$ cat src/rtl/blackjack_pkg.sv
// Shared blackjack definitions: card field layout, deck size and fill values.
// Used by deck_ctrl, deck_ram and the draw engine.
package blackjack_pkg;

    localparam int NUM_CARDS = 52;
    localparam int NUM_RANKS = 13;

    localparam int SUIT_MSB = 6;
    localparam int SUIT_LSB = 5;
    localparam int USED_BIT = 4;
    localparam int RANK_MSB = 3;
    localparam int RANK_LSB = 0;

    localparam logic [6:0] USED_CARD = 7'h10;

    typedef enum logic {
        SWEEP,
        READY
    } deck_state_t;

    function automatic logic [6:0] make_card(
        input logic [5:0] index,
        input int         nranks
    );
        make_card = {2'(int'(index) / nranks),
                     1'b0,
                     4'(int'(index) % nranks + 1)};
    endfunction

endpackage

$ cat src/rtl/deck_ram.sv
// Deck storage: one write port, a registered read port and a
// combinational used-bit peek for card accounting.
module deck_ram #(
    parameter int NUM_CARDS = 52
) (
    input  logic       clk,
    input  logic       rst,
    input  logic       i_we,
    input  logic [5:0] i_waddr,
    input  logic [6:0] i_wdata,
    input  logic       i_re,
    input  logic [5:0] i_raddr,
    input  logic       i_rblock,
    output logic [6:0] o_rdata,
    input  logic [5:0] i_paddr,
    output logic       o_pused
);
    import blackjack_pkg::*;

    logic [6:0] r_mem [NUM_CARDS];
    logic [6:0] r_rdata;
    logic       w_win;
    logic       w_rin;
    logic       w_pin;

    assign w_win = i_waddr < 6'(NUM_CARDS);
    assign w_rin = i_raddr < 6'(NUM_CARDS);
    assign w_pin = i_paddr < 6'(NUM_CARDS);

    // Contents are deliberately not reset; the sweep rewrites them.
    always_ff @(posedge clk) begin
        if (i_we && w_win) begin
            r_mem[i_waddr] <= i_wdata;
        end
    end

    always_ff @(posedge clk or posedge rst) begin
        if (rst) begin
            r_rdata <= 7'h00;
        end else if (i_re) begin
            if (i_rblock || !w_rin) begin
                r_rdata <= USED_CARD;
            end else begin
                r_rdata <= r_mem[i_raddr];
            end
        end
    end

    assign o_rdata = r_rdata;
    assign o_pused = w_pin ? r_mem[i_paddr][USED_BIT] : 1'b1;

endmodule

$ cat src/rtl/deck_ctrl.sv
// Deck owner: refill sweep FSM, draw-port arbitration and unused-card count.
// Optional DECK_AUTO_REFILL_EN starts a new sweep when the deck runs out.
module deck_ctrl #(
    parameter int NUM_CARDS = 52,
    parameter int NUM_RANKS = 13
) (
    input  logic       clk,
    input  logic       rst,
    input  logic [5:0] deck_addr,
    input  logic       deck_read_en,
    input  logic       deck_write_en,
    input  logic [6:0] deck_write_data,
    output logic [6:0] deck_read_data,
    input  logic       new_deck,
    output logic       busy,
    output logic [5:0] cards_left,
    output logic       deck_empty
);
    import blackjack_pkg::*;

    deck_state_t r_state;
    deck_state_t w_state_nxt;
    logic [5:0]  r_idx;
    logic [5:0]  w_idx_nxt;
    logic [5:0]  r_cards;
    logic [5:0]  w_cards_nxt;

    logic       w_sweep;
    logic       w_in_range;
    logic       w_auto;
    logic       w_refill;
    logic       w_draw_we;
    logic       w_ram_we;
    logic [5:0] w_ram_waddr;
    logic [6:0] w_ram_wdata;
    logic       w_old_used;
    logic       w_new_used;

    assign w_sweep    = (r_state == SWEEP);
    assign w_in_range = deck_addr < 6'(NUM_CARDS);

`ifdef DECK_AUTO_REFILL_EN
    assign w_auto = (r_state == READY) && (r_cards == 6'd0);
`else
    assign w_auto = 1'b0;
`endif

    assign w_refill  = new_deck || w_auto;
    assign w_draw_we = !w_sweep && deck_write_en && !w_refill && w_in_range;

    assign w_ram_we    = w_sweep || w_draw_we;
    assign w_ram_waddr = w_sweep ? r_idx : deck_addr;
    assign w_ram_wdata = w_sweep ? make_card(r_idx, NUM_RANKS)
                                 : deck_write_data;

    deck_ram #(
        .NUM_CARDS (NUM_CARDS)
    ) u_ram (
        .clk      (clk),
        .rst      (rst),
        .i_we     (w_ram_we),
        .i_waddr  (w_ram_waddr),
        .i_wdata  (w_ram_wdata),
        .i_re     (deck_read_en),
        .i_raddr  (deck_addr),
        .i_rblock (w_sweep),
        .o_rdata  (deck_read_data),
        .i_paddr  (deck_addr),
        .o_pused  (w_old_used)
    );

    assign w_new_used = deck_write_data[USED_BIT];

    always_ff @(posedge clk or posedge rst) begin
        if (rst) begin
            r_state <= SWEEP;
            r_idx   <= 6'd0;
            r_cards <= 6'd0;
        end else begin
            r_state <= w_state_nxt;
            r_idx   <= w_idx_nxt;
            r_cards <= w_cards_nxt;
        end
    end

    always_comb begin
        w_state_nxt = r_state;
        w_idx_nxt   = r_idx;
        w_cards_nxt = r_cards;
        if (w_refill) begin
            w_state_nxt = SWEEP;
            w_idx_nxt   = 6'd0;
            w_cards_nxt = 6'd0;
        end else begin
            unique case (r_state)
                SWEEP: begin
                    if (r_idx == 6'(NUM_CARDS - 1)) begin
                        w_state_nxt = READY;
                        w_idx_nxt   = 6'd0;
                        w_cards_nxt = 6'(NUM_CARDS);
                    end else begin
                        w_idx_nxt = r_idx + 6'd1;
                    end
                end
                READY: begin
                    // Count only used-bit transitions so rewrites are neutral.
                    if (w_draw_we && !w_old_used && w_new_used) begin
                        w_cards_nxt = r_cards - 6'd1;
                    end else if (w_draw_we && w_old_used && !w_new_used) begin
                        w_cards_nxt = r_cards + 6'd1;
                    end
                end
                default: begin
                    w_state_nxt = SWEEP;
                end
            endcase
        end
    end

    assign busy       = w_sweep;
    assign cards_left = r_cards;
    assign deck_empty = (r_state == READY) && (r_cards == 6'd0);

endmodule

$ cat config.mk
export PLATFORM = sky130hd
export DESIGN_NAME = deck_ctrl
export DESIGN_NICKNAME = d
export VERILOG_FILES = /design/src/rtl/blackjack_pkg.sv /design/src/rtl/deck_ram.sv /design/src/rtl/deck_ctrl.sv
export SDC_FILE = /design/constraint.sdc
export NUM_CORES = 1
export LEC_CHECK = 0
export CAP_MARGIN = 20
export CORE_ASPECT_RATIO = 0.6
export CORE_MARGIN = 1
export CORE_UTILIZATION = 35
export DETAILED_ROUTE_END_ITERATION = 8
export PLACE_DENSITY_LB_ADDON = 0.25
export SYNTH_ARGS = -nofsm -noshare
export SYNTH_HDL_FRONTEND = slang
export SYNTH_SLANG_ARGS = --single-unit
$ cat constraint.sdc
create_clock -name clk -period 7.1 [get_ports clk]
set_input_delay 0.71 -clock clk [delete_from_list [all_inputs] [get_ports clk]]
set_output_delay 0.71 -clock clk [all_outputs]
set_load 0.005 [all_outputs]
==> results.txt, run 1 <==
Area growth syn-to-layout = 13.5%
Largest net degree at the start of global routing = 53
Post-synth EDFFs = 364
Share of layout cells above drive strength 1 = 0.205
Drt wl/cell = 25.7 um
Antenna viol nets, final = 0
Grt ovf = 0
Via/cell ratio = 5.41
Die width = 278 um
Non-filler instance count after layout = 1505
Critical Path Max Stage Delay = 0.86 ns
Reg power frac = 0.531
Diodes inserted = 0
Lkg Pwr = 5.85 nW
Worst-path maximum fanout = 52
Combinational share of power = 0.060
Total wire length = 38700 um
Least-Margin Pin Slew = 1.07 ns
Startpoint Class = register
Post-CTS setup buffer count = 0
Avg Cell Area, Syn = 18.8 um2
Worst EP arrival = 4.99 ns
GR Util All Layers = 0.169
Class of the most critical setup path = reg -> reg
1st-iter DRT viols = 675
Worst path slowest cell = mux2_2
Clk pin slew, worst setup/hold paths = 0.07 ns
Final min period = 4.82 ns
Clk buf depth = 3
Number of max-cap violations = 0
I/O Buffers = 32
Sw Share = 0.218
First-pass GRT wire length = 57000 um
Top_reg_cell synth = edfxtp_1
Sequential-to-total area share from yosys stat = 0.714
Clk_lat worst skew = 0.53 ns
Unrepaired setup endpoints after global routing = false
Peak Freq = 0.208 GHz
Final GP Congestion = 0.811
Final hold violations = 0
Fin. max-slew vios = 0
Antenna violations before repair = 0
Post-DP Area = 0.0170 mm2
CP bufs+invs = 1
Hold-fix buffers, CTS = 0
Cells after synthesis = 850
Final Util = 0.404
Min-delay worst type = reg -> reg
Setup TNS = 0 ns
Final Instance Area = 0.0182 mm2
Dpl cells = 1441
Most used cell along the critical path = ha_1
HPWL after detailed placement = 24900 um
Cell variety after synth = 62
Synth warn = 0
Sw power = 0.00103 W
Total CTS buffers = 35
Async SR Flop Fraction = 0.0521
Critical path's top delay family = compound AO/OA/AOI/OAI gates
Starting Density = 0.356
Clk sinks = 384
Syn Nets = 882
Clock Power Share = 0.409
Peak VDD IR = 0.133 mV
Vias in the first global route = 8212
Std-Cell Rows = 60
Setup violation total in the final timing report = 0
Via count = 8146
TritonCTS clock tree = done
CP Data Required Time = 7.27 ns
Skew final = 0.0142 ns
Layout net count = 923
Ports = 33
Status = complete, no violations
# DRC = 0
Die height = 168 um
Cell area after synthesis = 0.0160 mm2
Seq cells post-synth = 384
Die area = 0.0466 mm2
Final period utilization = 0.679
Critical-path cell list = nand2_1, a21oi_1, ha_1, nor4_2, a211oi_2, xnor2_1, inv_1, ha_1, nand2b_1, a311oi_4, xnor2_1, ha_1, mux2_2
CTS resizes = 0
Area of the core = 0.0450 mm2
Slew HR = 0.285
CTS root buf = clkbuf_16
P_int = 0.00369 W
Cell Pwr Density = 260 mW/mm2
CP Capture Type = register
DR pass1 iterations = 5
Htree depth = 2
[state kept, by name, indices dropped and copies added (netlist names)]
name           cells
u_ram.r_mem      364
u_ram.o_rdata      7
cards_left         6
r_idx              6
r_state            1
[cell type report]
cell class | count | area [um2]
repair buffers | 44 | 432
multi-input cells | 409 | 4360
clock buffers | 40 | 926
flip-flops and latches | 384 | 11400
fillers | 3992 | 26800
well taps | 589 | 737
clock inverters | 22 | 221
inverters | 17 | 63.8
[metal layers]
| layer | track usage | vias up | wire length [um] |
|---|---|---|---|
| met5 | 0 | - | 0 |
| met4 | 0.0339 | 0 | 540 |
| met3 | 0.0525 | 45 | 3150 |
| met2 | 0.222 | 272 | 15600 |
| met1 | 0.269 | 4290 | 19400 |
| li1 | - | 3539 | - |
[synthesized netlist by cell type (2+ instances only)]
| master | instances | area [um2] |
|---|---|---|
| mux2_2 | 4 | 45.0 |
| edfxtp_1 | 364 | 10900 |
| a21o_1 | 3 | 22.5 |
| o211ai_1 | 2 | 15.0 |
| mux2_1 | 2 | 22.5 |
| inv_1 | 16 | 60.1 |
| nand2b_1 | 9 | 56.3 |
| buf_4 | 5 | 37.5 |
| a21oi_1 | 12 | 60.1 |
| nor2_1 | 73 | 274 |
| dfrtp_1 | 20 | 500 |
| buf_2 | 16 | 80.1 |
| mux4_2 | 105 | 2360 |
| a211oi_1 | 5 | 37.5 |
| nand2_1 | 36 | 135 |
| nand3_1 | 8 | 40.0 |
| o31ai_1 | 7 | 52.6 |
| ha_1 | 13 | 163 |
| buf_1 | 4 | 15.0 |
| o21ai_1 | 8 | 40.0 |
| or3_1 | 2 | 12.5 |
| nor4_1 | 4 | 25.0 |
| and3_1 | 9 | 56.3 |
| clkbuf_1 | 15 | 56.3 |
| a311oi_1 | 2 | 17.5 |
| mux2i_1 | 25 | 250 |
| xnor2_1 | 8 | 70.1 |
| nor2b_1 | 8 | 50.1 |
| a22o_1 | 2 | 17.5 |
| nor3_1 | 6 | 30.0 |
| o21ai_0 | 14 | 70.1 |
| a32o_1 | 4 | 40.0 |
| and2_1 | 6 | 37.5 |
| o22ai_1 | 2 | 12.5 |
| a22oi_1 | 4 | 30.0 |
[logic make-up (layout without fill, tap and decap cells)]
logic type               count (synthesis)  in the layout  share of synthesized area
flip-flops                             384            384                      0.714
AND/OR/NAND/NOR                        169            169                     0.0501
multiplexers                           136            136                      0.168
AO/OA/AOI/OAI                           81             81                     0.0363
buffers and inverters                   57            123                     0.0158
adder cells (fa/ha/maj)                 14             14                     0.0114
XOR/XNOR                                 9              9                    0.00492
[placed cells by master (no fill, tap or decap), drive strengths merged, types with 2 or more instances in the layout]
master	instances
a211oi	6
a21o	3
a21oi	12
a22o	2
a22oi	4
a311oi	3
a32o	4
and2	7
and3	9
buf	16
bufinv	4
clkbuf	40
clkdlybuf4s50	28
clkinv	16
dfrtp	20
edfxtp	364
ha	13
inv	18
mux2	6
mux2i	25
mux4	105
nand2	36
nand2b	9
nand3	9
nor2	73
nor2b	8
nor3	6
nor4	6
o211ai	2
o21ai	22
o22ai	2
o31ai	7
or3	2
xnor2	8
[worst reg2reg max path: stages, from the launching register on]
cell and delay [ns]:
dfrtp_1 0.67, nand2_1 0.17, a21oi_1 0.32, ha_1 0.27, nor4_2 0.08, a211oi_2 0.37, xnor2_1 0.23, inv_1 0.10
ha_1 0.19, nand2b_1 0.19, a311oi_4 0.43, xnor2_1 0.24, ha_1 0.32, mux2_2 0.87
[power groups by stage]
stage,registers (W),clock network (W),logic [W]
3_5_place_dp,0.00256,0,0.000284
3_3_place_gp,0.00256,0,0.000282
5_1_grt,0.00251,0.00205,0.000304
2_1_floorplan,0.00255,0,0.000182
6_report,0.00251,0.00193,0.000283
4_1_cts,0.00251,0.00197,0.000285
[stage by stage]
step                setup slack (ns)  total power, W  hold WS, ns
floorplan                       1.35         0.00273        0.495
global placement                2.08         0.00284        0.501
detailed placement              1.91         0.00284        0.512
CTS                             2.24         0.00476        0.522
global route                    1.84         0.00487        0.550
finish                          2.28         0.00472        0.521
[worst paths after layout]
| kind | start | endpoint | slack [ns] | depth (start not counted) |
|---|---|---|---|---|
| worst max register to register | r_idx[5] | u_ram.r_mem[46][1] | 2.28 | 13 |
| max in group asynchronous | rst | r_idx[0] | 6.00 | 2 |
| worst min register to register | u_ram.o_rdata[3] | u_ram.o_rdata[3] | 0.52 | 2 |
| min in group asynchronous | rst | u_ram.o_rdata[5] | 0.61 | 2 |
| worst min-delay path | u_ram.o_rdata[3] | u_ram.o_rdata[3] | 0.52 | 2 |
| worst max-delay path | r_idx[5] | u_ram.r_mem[46][1] | 2.28 | 13 |
(Power assumes the default switching activity.)
==> inputs of run 2 (changes only) <==
Clock period 7.1 ns to 4.5 ns, I/O delays scaled along.
==> run 2 against run 1 <==
Global-route usage rose by 0.27 points; maximum frequency grew 16%; combinational power grew 72%; clock power is 47% higher; first-iteration DRC count increased by 37%; critical endpoint is now u_ram.r_mem[33][2].
==> results.txt, run 2 (same netlist as run 1, synthesis figures left out) <==
Antenna violations before repair = 1 (+1)
CP Capture Type = register
Clk pin slew, worst setup/hold paths = 0.07 ns (about the same)
Unrepaired setup endpoints after global routing = false
Grt ovf = 0 (unchanged)
Total CTS buffers = 35 (unchanged)
Die width = 278 um (unchanged)
Die height = 168 um (unchanged)
Least-Margin Pin Slew = 1.00 ns (-0.0704 ns)
Path depth of the worst reg2reg path = 17 (+4)
Number of max-cap violations = 0 (unchanged)
Area growth syn-to-layout = 14.9%
I/O Buffers = 32 (unchanged)
Sw power = 0.00161 W (+57%)
Fin. max-slew vios = 0 (unchanged)
1st-iter DRT viols = 927 (+37%)
Starting Density = 0.356 (unchanged)
Via/cell ratio = 5.45 (+0.68%)
Final GP Congestion = 0.842 (+3.9%)
Cell Pwr Density = 396 mW/mm2 (+52%)
Min-delay worst type = in -> async
DR pass1 iterations = 5 (unchanged)
Worst-path maximum fanout = 20 (-62%)
Setup violation total in the final timing report = 0 (unchanged)
Total wire length = 39500 um (+2.2%)
P_int = 0.00567 W (+54%)
Drt wl/cell = 25.6 um (-0.40%)
Reg power frac = 0.543 (+0.012)
Lkg Pwr = 6.01 nW (+2.6%)
TritonCTS clock tree = done
Peak Freq = 0.240 GHz (+16%)
Skew final = 0.0130 ns (-0.00118 ns)
Clk sinks = 384 (unchanged)
Combinational share of power = 0.067 (+0.007)
Setup TNS = 0 ns (unchanged)
Worst EP arrival = 4.43 ns (-0.56 ns)
HPWL after detailed placement = 26500 um (+6.3%)
Sw Share = 0.222 (+0.00384)
CTS root buf = clkbuf_16
Clk buf depth = 3 (unchanged)
Clk_lat worst skew = 0.54 ns (about the same)
Std-Cell Rows = 60 (unchanged)
GR Util All Layers = 0.172 (+0.00272)
Via count = 8414 (+3.3%)
Final min period = 4.17 ns (-0.650 ns)
Startpoint Class = register
Clock Power Share = 0.390 (-0.019)
Largest Register = u_ram.r_mem
Ports = 33 (unchanged)
CP Data Required Time = 4.76 ns (-2.51 ns)
Commonest non-fill, non-tap cell in the layout = edfxtp_1
Vias in the first global route = 8398 (+2.3%)
Status = complete, no violations
Worst Hold Margin = 0.373 ns (-0.147 ns)
Peak VDD IR = 0.304 mV (+130%)
Die area = 0.0466 mm2 (unchanged)
Layout net count = 962 (+4.2%)
First-pass GRT wire length = 57900 um (+1.7%)
Antenna viol nets, final = 0 (unchanged)
Htree depth = 2 (unchanged)
Max reg flops = 364 (unchanged)
# DRC = 0 (unchanged)
Share of layout cells above drive strength 1 = 0.237 (+0.0314)
Area of the core = 0.0450 mm2 (unchanged)
Largest net degree at the start of global routing = 53 (unchanged)
Diodes inserted = 0 (unchanged)
Final period utilization = 0.926 (+0.248)
Class of the most critical setup path = reg -> reg
Power Total = 0.00728 W (+54%)
Slew HR = 0.332 (+0.0469)
Final Util = 0.409 (+0.00501)
Commonest cells after routing, fill and taps aside = 364 x edfxtp_1, 105 x mux4_2, 73 x nor2_1, 48 x buf_4
Final hold violations = 0 (unchanged)
## run 2: worst paths after layout
| kind | from | endpoint | slack [ns] |
|---|---|---|---|
| setup / recovery | r_idx[4] | u_ram.r_mem[33][2] | 0.33 |
| max in group asynchronous | rst | r_idx[4] | 3.58 |
| min in group clk | u_ram.o_rdata[3] | u_ram.o_rdata[3] | 0.52 |
| hold / removal | rst | u_ram.o_rdata[0] | 0.37 |
| setup reg to reg | r_idx[4] | u_ram.r_mem[33][2] | 0.33 |
| hold reg to reg | u_ram.o_rdata[3] | u_ram.o_rdata[3] | 0.52 |
## run 2: final cells by class
| type | count | area, um2 |
|---|---|---|
| Clock buffer | 44 | 931 |
| Clock inverter | 18 | 130 |
| Fill cell | 3966 | 26600 |
| Inverter | 17 | 63.8 |
| Multi-Input combinational cell | 409 | 4370 |
| Sequential cell | 384 | 11400 |
| Tap cell | 589 | 737 |
| Timing Repair Buffer | 83 | 733 |
## run 2: layer usage
layer	vias to the layer above	routed length, um	track usage
met2	328	15700	0.224
met5	-	0	0
met3	42	3480	0.0516
met4	0	524	0.0298
met1	4426	19800	0.277
li1	3618	-	-
## run 2: worst max-delay path: stages, from the launching register on
cell,delay [ns]
dfrtp_2,0.50
and4b_1,0.23
a21oi_1,0.31
ha_1,0.28
nor4_2,0.08
a211oi_2,0.25
xnor2_2,0.19
inv_1,0.10
ha_1,0.18
nand2b_1,0.19
a311oi_4,0.29
buf_4,0.20
xnor2_1,0.20
ha_1,0.23
xnor2_1,0.08
xnor2_1,0.24
o21ai_4,0.10
buf_4,0.22
## run 2: power groups by stage
stage / clock [W] / sequential (W) / combinational [W]
after floorplan: 0 / 0.00402 / 0.000288
after CTS: 0.00291 / 0.00395 / 0.000488
final: 0.00284 / 0.00395 / 0.000486
after global placement: 0 / 0.00403 / 0.000484
after detailed placement: 0 / 0.00403 / 0.000488
after global routing: 0.00304 / 0.00395 / 0.000520
## run 2: what timing repair did
action,4_1_cts,5_1_grt
gates resized for setup,0,4
setup buffers,0,1
endpoints found under the setup margin,0,156
hold buffers,0,0
## run 2: through the flow
stage | cell area (um2) | setup WS [ns] | instances
after global routing | 18400 | 0.0650 | 1544
final | 18400 | 0.333 | 1544
after floorplan | 16000 | 0.221 | 850
after CTS | 18400 | 0.166 | 1543
after global placement | 17300 | 0.135 | 1481
after detailed placement | 17300 | 0.0675 | 1481
